[src/rtl/ysyx_22050499_icache_refill.sv]
// ysyx_22050499_icache_refill
//
// AXI4 read-refill engine for the I-cache miss path. On a miss request it
// fetches the four consecutive 32-bit words starting at the word-aligned
// miss address and packs them into a 128-bit refill line. It then pulses
// refill_ok for one cycle, with refill_err reporting any bad beat.
//
// A line that would cross the AXI burst boundary is fetched as four
// single-beat reads (SPLIT mode). Any other line is fetched as one
// INCR burst of four beats (BURST mode).
//
// Ports
//   clock, reset            : rising-edge clock, synchronous active-low reset
//   req_valid, req_addr     : miss request level and miss address
//   refill_data             : packed line, word@addr in [127:96]
//   refill_ok, refill_err   : one-cycle completion pulse and error flag
//   ar* / r*                : AXI4 read address and read data channels
module ysyx_22050499_icache_refill #(
  parameter logic [3:0] AXI_ID        = 4'd0,
  parameter int         BOUNDARY_LOG2 = 12
) (
  input  logic         clock,
  input  logic         reset,
  input  logic         req_valid,
  input  logic [31:0]  req_addr,
  output logic [127:0] refill_data,
  output logic         refill_ok,
  output logic         refill_err,
  output logic         arvalid,
  input  logic         arready,
  output logic [31:0]  araddr,
  output logic [3:0]   arid,
  output logic [7:0]   arlen,
  output logic [2:0]   arsize,
  output logic [1:0]   arburst,
  input  logic         rvalid,
  output logic         rready,
  input  logic [31:0]  rdata,
  input  logic [1:0]   rresp,
  input  logic         rlast,
  input  logic [3:0]   rid
);

  localparam int OW = BOUNDARY_LOG2 + 1;

  typedef enum logic [2:0] {S_IDLE, S_AR, S_R, S_DONE, S_HOLD} state_t;

  state_t        state;
  state_t        state_next;
  logic [31:0]   base;
  logic [1:0]    k;
  logic          err;
  logic          split;
  logic [31:0]   req_base;
  logic [OW-1:0] off_sum;
  logic          req_split;
  logic          beat;
  logic          beat_err;
  logic          rlast_exp;

  assign arid    = AXI_ID;
  assign arsize  = 3'd2;
  assign arburst = 2'b01;

  // The line needs SPLIT mode when its last word (offset +12) lands past
  // the burst boundary, i.e. the in-boundary offset plus 12 carries out.
  always_comb begin
    req_base  = req_addr & ~32'h3;
    off_sum   = {1'b0, req_base[BOUNDARY_LOG2-1:0]} + OW'(12);
    req_split = off_sum[BOUNDARY_LOG2];
    beat      = rvalid && rready;
    rlast_exp = split || (k == 2'd3);
    beat_err  = (rresp != 2'b00) || (rid != AXI_ID) || (rlast != rlast_exp);
  end

  always_ff @(posedge clock) begin
    if (!reset) state <= S_IDLE;
    else        state <= state_next;
  end

  // Beats are counted by handshakes only. rlast is only checked, so a
  // wrong rlast cannot end a refill early.
  always_comb begin
    state_next = state;
    case (state)
      S_IDLE: if (req_valid) state_next = S_AR;
      S_AR:   if (arready) state_next = S_R;
      S_R: begin
        if (beat) begin
          if (k == 2'd3)  state_next = S_DONE;
          else if (split) state_next = S_AR;
        end
      end
      S_DONE: state_next = req_valid ? S_HOLD : S_IDLE;
      S_HOLD: if (!req_valid) state_next = S_IDLE;
      default: state_next = S_IDLE;
    endcase
  end

  // Handshake and pulse outputs are registered from the next state, so
  // nothing combinational reaches a port from the AXI inputs.
  always_ff @(posedge clock) begin
    if (!reset) begin
      arvalid     <= 1'b0;
      rready      <= 1'b0;
      refill_ok   <= 1'b0;
      refill_err  <= 1'b0;
      refill_data <= '0;
      araddr      <= '0;
      arlen       <= '0;
      base        <= '0;
      k           <= '0;
      err         <= 1'b0;
      split       <= 1'b0;
    end else begin
      arvalid   <= (state_next == S_AR);
      rready    <= (state_next == S_R);
      refill_ok <= (state_next == S_DONE);
      case (state)
        S_IDLE: begin
          if (req_valid) begin
            base   <= req_base;
            split  <= req_split;
            k      <= 2'd0;
            err    <= 1'b0;
            araddr <= req_base;
            arlen  <= req_split ? 8'd0 : 8'd3;
          end
        end
        S_R: begin
          if (beat) begin
            // Slot k=0 is the top word of the line.
            refill_data[{~k, 5'b0} +: 32] <= rdata;
            k   <= k + 2'd1;
            err <= err | beat_err;
            if (k == 2'd3)
              refill_err <= err | beat_err;
            else if (split)
              araddr <= base + {28'd0, k + 2'd1, 2'b00};
          end
        end
        default: ;
      endcase
    end
  end

endmodule

[config.mk]
export PLATFORM = sky130hd
export DESIGN_NAME = ysyx_22050499_icache_refill
export DESIGN_NICKNAME = d
export VERILOG_FILES = /design/src/rtl/ysyx_22050499_icache_refill.sv
export SDC_FILE = /design/constraint.sdc
export NUM_CORES = 1
export LEC_CHECK = 0
export ABC_AREA = 0
export CAP_MARGIN = 40
export CORE_MARGIN = 2
export CORE_UTILIZATION = 51
export DETAILED_ROUTE_END_ITERATION = 8
export PLACE_DENSITY = 0.86
export SLEW_MARGIN = 20
export SYNTH_ARGS = -nofsm -noshare
export SYNTH_HDL_FRONTEND = slang
export SYNTH_SLANG_ARGS = --single-unit
[constraint.sdc]
create_clock -name clock -period 4.5 [get_ports clock]
set_input_delay 0.9 -clock clock [delete_from_list [all_inputs] [get_ports clock]]
set_output_delay 0.9 -clock clock [all_outputs]
set_load 0.01 [all_outputs]
==> metrics.md, run 1 <==
| Metric | Value |
|---|---|
| Status | `finished, final reports clean` |
| TritonCTS clock tree | `done` |
| Vias in the first global route | `7867` |
| First-pass GRT wire length | `41800 um` |
| NumNets Final | `1326` |
| Max-slew headroom | `0.477` |
| CP max FO | `12` |
| DR iter-0 viols | `754` |
| Hold_buf cts | `0` |
| N_diodes | `0` |
| Share of the synthesized area in the top cell type | `0.475` |
| R2R Setup Slk | `1.44 ns` |
| Max Slew Vio Count | `0` |
| Post-Route WL | `26200 um` |
| M1 WL | `10700 um` |
| Crit Path Class | `register to register` |
| Register area share after synthesis | `0.475` |
| Top routing layer in use | `met4` |
| GR Util All Layers | `0.293` |
| CORE AREA | `16000 um^2` |
| Yosys reg bits | `200` |
| Synth cell count leaders | `nand2_1 (225), dfxtp_1 (200), a21oi_1 (179)` |
| RePlAce Congestion | `0.847` |
| Area leader, netlist | `dfxtp_1` |
| Worst Setup SP | `k[0]$_SDFFE_PN0P_` |
| Pre-antenna DRT Iters | `5` |
| Largest net degree at the start of global routing | `114` |
| Worst hold slack | `0.451 ns` |
| Achievable frequency | `0.327 GHz` |
| Grt ovf | `0` |
| Reg clk slew, reported paths | `0.07 ns` |
| Die Footprint | `17600 um^2` |
| Final hold vios | `0` |
| HPWL after DPL | `17800 um` |
| Share of layout cells above drive strength 1 | `0.0606` |
| Dpl ws | `1.34 ns` |
| Clk buf depth | `2` |
| DRT antenna net count | `0` |
| Count leader, synth | `nand2_1` |
| Initial antenna violation count | `0` |
| Syn Area/Cell | `7.97 um^2` |
| Met3 WL post-DR | `2230 um` |
| Cell Chain, Critical Path | `inv_1 -> ha_1 -> fa_1 -> nand4_4 -> or3_4 -> or4_1 -> and3_1` |
| Die X | `133 um` |
| Final Cycle Share | `0.679` |
| RSZ-0062 raised after global routing | `no` |
| Num ports | `257` |
| PnR worst setup slack | `1.44 ns` |
| Num CTS Buffers | `17` |
| Setup_tns | `0 ns` |
| Post-CTS Setup Repair Bufs | `0` |
| CP required | `4.83 ns` |
| CP endpoint kind | `register` |
| Vias per cell | `5.86` |
| Hold path startpoint | `refill_data[40]$_SDFFE_PN0P_` |
| P per Cell Area | `326 nW/um^2` |
| Clock Latency Late Sink | `0.43 ns` |
| Post-Synthesis Cells | `1057` |
| Library cells used by synthesis | `62` |
| Hold crit path type | `register to register` |
| Clk_skew | `0.0102 ns` |
| Post-synthesis async set-or-reset flop share | `0` |
| Post-synth EDFFs | `0` |
| Clock Sinks | `200` |
| CTS Root Cell | `clkbuf_16` |
| DR WL met2 | `12400 um` |
| Synthesis Warnings | `0` |
| Synth-to-Final Area Change | `35.6%` |
| H-tree Lvls | `4` |
| Main area contributors after synthesis | `dfxtp_1 (48%), a21oi_1 (11%), nand2_1 (10%)` |
| Crit Reg-Reg Startpoint | `k[0]$_SDFFE_PN0P_` |
| Total Power | `0.00372 W` |
| Starting Density | `0.527` |
| Slowest cell on crit path | `or4_1` |
| Clock period minus worst slack | `3.06 ns` |
| CP startpoint kind | `register` |
| Leakage | `3.74 nW` |
| Wirelength per Cell | `17.8 um` |
| Final setup violation count | `0` |
| Post-Syn Area | `8420 um^2` |
| IO Port Bufs | `237` |
| WP data arrival | `3.38 ns` |
| Worst slew pin tran | `0.782 ns` |
| VDD IR max | `0.000293 V` |
| Via count | `8619` |
| Fillcell total | `1318` |
| Resize count post-CTS | `0` |
| Main synth FF type | `dfxtp_1` |
| Worst stage delay on the critical path | `0.54 ns` |
| FP Rows | `46` |
| Die height | `133 um` |
| Remaining DRCs | `0` |
| Maximum capacitance violations | `0` |
[kinds of logic (layout without fill, tap and decap cells)]
logic type | count (synthesis) | in the layout | share of synthesized area
other | 2 | 17 | 0.000891
AND/OR/NAND/NOR | 454 | 454 | 0.253
XOR/XNOR | 14 | 14 | 0.0146
buffers and inverters | 118 | 301 | 0.0631
AO/OA/AOI/OAI | 261 | 261 | 0.180
adder cells (fa/ha/maj) | 8 | 8 | 0.0128
flip-flops | 200 | 200 | 0.475
[critical path: cells and delay by family (launching register included)]
| kind | cells | cell delay [ns] |
|---|---|---|
| DFF | 1 | 0.48 |
| adders and majority gates | 2 | 0.84 |
| and+or+nand+nor | 4 | 1.42 |
| buffers and inverters | 1 | 0.20 |
[through the flow]
| stage | cells | area (um^2) | utilization |
|---|---|---|---|
| floorplan | 1072 | 8480 | - |
| global placement | 1437 | 10800 | 0.676 |
| detailed placement | 1439 | 10800 | 0.678 |
| CTS | 1471 | 11400 | 0.714 |
| global route | 1471 | 11400 | 0.714 |
| finish | 1471 | 11400 | 0.714 |
[state kept, by name, indices dropped and copies added (netlist names)]
signal       flops
arvalid          1
refill_err       1
base            30
rready           1
k                2
split            1
err              1
refill_data    128
state            3
refill_ok        1
araddr          30
arlen            1
[cell type report]
cell class | instances | area (um^2) | area share
Multi-Input combinational cell | 754 | 3970 | 0.348
Sequential cell | 200 | 4000 | 0.351
Inverter | 12 | 47.5 | 0.00416
Tap cell | 216 | 270 | 0.0237
Timing Repair Buffer | 257 | 2550 | 0.223
Clock inverter | 10 | 105 | 0.00920
Clock buffer | 22 | 474 | 0.0415
[layer usage]
metal  vias up  track usage
met5         -            0
met4         0        0.117
met3        65       0.0632
met2       449        0.467
met1      4067        0.389
li1       4038            -
[where the power goes]
part | internal (W) | switching (W) | leakage (nW)
Sequential | 0.00181 | 0.0000496 | 1.62
Clock | 0.000821 | 0.000691 | 0.280
Combinational | 0.000166 | 0.000182 | 1.84
[layout by cell type, fill, tap and decap left out, types with 3 or more instances in the layout]
cell type / synthesis / routed
clkdlybuf4s50_1: 0 / 237
o21ai_0: 7 / 7
xnor2_1: 13 / 13
a21boi_0: 5 / 5
buf_4: 18 / 18
a31o_2: 11 / 11
nand3_1: 145 / 145
or3_1: 4 / 4
o311ai_0: 3 / 3
nor2_1: 15 / 14
a31oi_1: 18 / 18
and3_1: 11 / 11
clkbuf_16: 0 / 17
a311oi_1: 6 / 6
nor4_1: 7 / 7
nor3b_2: 1 / 3
dfxtp_1: 200 / 200
clkbuf_8: 0 / 3
o31ai_1: 8 / 8
ha_1: 7 / 7
o221ai_1: 4 / 4
a21oi_1: 179 / 179
conb_1: 2 / 17
nand4_1: 8 / 8
nand3b_1: 3 / 3
and2_1: 3 / 3
a41oi_1: 4 / 4
or4_1: 9 / 9
inv_1: 11 / 11
inv_6: 0 / 5
nor3_1: 5 / 4
nand2_1: 225 / 225
[worst paths after layout]
path / to / depth (start not counted)
min reg2reg: refill_data[40]$_SDFFE_PN0P_ / 2
min: refill_data[40]$_SDFFE_PN0P_ / 2
max: araddr[30]$_SDFFE_PN0P_ / 7
max reg2reg: araddr[30]$_SDFFE_PN0P_ / 7
No activity file was read; power rests on OpenSTA's default activity.
==> inputs of run 2 (changes only) <==
CORE_UTILIZATION = 43   (was 51)
PLACE_DENSITY = 0.77   (was 0.86)
clock period = 2.7 ns   (was 4.5 ns; I/O delays follow)
==> run 2 against run 1 <==
Compared with the run above: setup slack worse by 1.3 ns; utilization is 11 points lower; routed wire length is 1.1% higher; final cell count is 4.6% higher; clock skew is 0.00060 ns higher; register-to-register slack worse by 1.3 ns; sequential cell count stayed put; die area is 18% higher; critical path type unchanged; highest routed layer unchanged.
==> metrics.md, run 2 (synthesis results as in run 1) <==
| Metric | Value |
|---|---|
| Final setup violation count | `0` |
| Post-CTS Setup Repair Bufs | `0` |
| Maximum capacitance violations | `0` |
| Total Power | `0.00633 W` |
| Commonest non-fill, non-tap cell in the layout | `clkdlybuf4s50_1` |
| Crit path buffers/inverters | `1` |
| HPWL after DPL | `18000 um` |
| IO Port Bufs | `237` |
| Max Slew Vio Count | `0` |
| Num ports | `257` |
| N_diodes | `0` |
| Final hold vios | `0` |
| Slowest cell on crit path | `or4_1` |
| Vias per cell | `5.51` |
| First-pass GRT wire length | `41300 um` |
| CP top delay family | `simple AND/OR/NAND/NOR gates` |
| Worst slew pin tran | `0.549 ns` |
| Share of layout cells above drive strength 1 | `0.0761` |
| FP Rows | `51` |
| Largest net degree at the start of global routing | `54` |
| NumNets Final | `1345` |
| CP max FO | `12` |
| Most frequent cells in the layout | `clkdlybuf4s50_1 (237), nand2_1 (225), dfxtp_1 (200), a21oi_1 (179), nand3_1 (145)` |
| DR iter-0 viols | `657` |
| Clock Latency Late Sink | `0.43 ns` |
| Clock period minus worst slack | `2.59 ns` |
| Hold crit path type | `register to register` |
| Leakage | `3.87 nW` |
| Hold_buf cts | `0` |
| Via count | `8479` |
| TritonCTS clock tree | `done` |
| Clk buf depth | `2` |
| Synth-to-Final Area Change | `39.1%` |
| H-tree Lvls | `4` |
| Die X | `144 um` |
| Vias in the first global route | `7776` |
| Final Cycle Share | `0.959` |
| Clock Sinks | `200` |
| Worst stage delay on the critical path | `0.54 ns` |
| Cell Chain, Critical Path | `inv_1 -> ha_1 -> fa_1 -> nand4_4 -> or3_4 -> or4_1 -> and3_1` |
| Wirelength per Cell | `17.2 um` |
| Resize count post-CTS | `0` |
| Top reg by flops | `refill_data` |
| P per Cell Area | `540 nW/um^2` |
| Max-slew headroom | `0.634` |
| DRT antenna net count | `0` |
| CTS Root Cell | `clkbuf_16` |
| Num CTS Buffers | `17` |
| CORE AREA | `19300 um^2` |
| CP endpoint kind | `register` |
| Top flop regs | `refill_data x128, araddr x30, base x30` |
| Starting Density | `0.436` |
| Pre-antenna DRT Iters | `5` |
| RSZ-0062 raised after global routing | `no` |
| GR Util All Layers | `0.252` |
| Design Area, Final | `11700 um^2` |
| Initial antenna violation count | `0` |
| WP data arrival | `2.91 ns` |
| Placed cell area | `11100 um^2` |
| Reg clk slew, reported paths | `0.08 ns` |
| Dpl ws | `0.0957 ns` |
| Setup_tns | `0 ns` |
| Die height | `144 um` |
| PnR worst setup slack | `0.111 ns` |
| RePlAce Congestion | `0.855` |
| Max FFs per register | `128` |
| Grt ovf | `0` |
| Crit Path Class | `register to register` |
| Die Footprint | `20700 um^2` |
| Worst hold slack | `0.450 ns` |
| CP startpoint kind | `register` |
| VDD IR max | `0.000492 V` |
| Post-Route WL | `26500 um` |
| Achievable frequency | `0.386 GHz` |
| CP required | `3.02 ns` |
| Remaining DRCs | `0` |
| Status | `finished, final reports clean` |
| Clk_skew | `0.0108 ns` |
-- run 2: per-layer routing --
layer	up-vias	GRT usage	share of wire
met2	391	0.419	0.47
met1	3974	0.331	0.41
li1	4076	-	-
met3	38	0.0507	0.089
met5	-	0	0
met4	0	0.0810	0.026
-- run 2: cell type report --
type / count / area (um^2)
Tap cell: 265 / 332
Timing Repair Buffer: 276 / 2740
Sequential cell: 200 / 4000
Multi-Input combinational cell: 754 / 3970
Fill cell: 1725 / 7620
Clock inverter: 15 / 198
Inverter: 12 / 47.5
Clock buffer: 17 / 425
-- run 2: final timing paths --
check                                                    end  slack (ns)                          from  cells after the start
worst max-delay path                 araddr[30]$_SDFFE_PN0P_        0.11             k[1]$_SDFFE_PN0P_                      7
worst max register to register       araddr[30]$_SDFFE_PN0P_        0.11             k[1]$_SDFFE_PN0P_                      7
worst min register to register  refill_data[64]$_SDFFE_PN0P_        0.45  refill_data[64]$_SDFFE_PN0P_                      2
worst min-delay path            refill_data[64]$_SDFFE_PN0P_        0.45  refill_data[64]$_SDFFE_PN0P_                      2
-- run 2: per-stage QoR --
stage / util / instances
after floorplan: - / 1072
after global placement: 0.574 / 1507
after detailed placement: 0.574 / 1507
after CTS: 0.606 / 1539
after global routing: 0.606 / 1539
final: 0.606 / 1539
-- run 2: tightest hold or removal path, stage by stage (launching register included) --
cell	delay (ns)
dfxtp_1	0.31
nand2_1	0.05
a21oi_1	0.05
-- run 2: where the power goes --
part / leakage (nW) / internal (W) / switching, W / total, W
registers: 1.62 / 0.00302 / 0.0000843 / 0.00311
clock network: 0.303 / 0.00135 / 0.00128 / 0.00263
logic: 1.94 / 0.000286 / 0.000306 / 0.000592
total: 3.87 / 0.00466 / 0.00167 / 0.00633
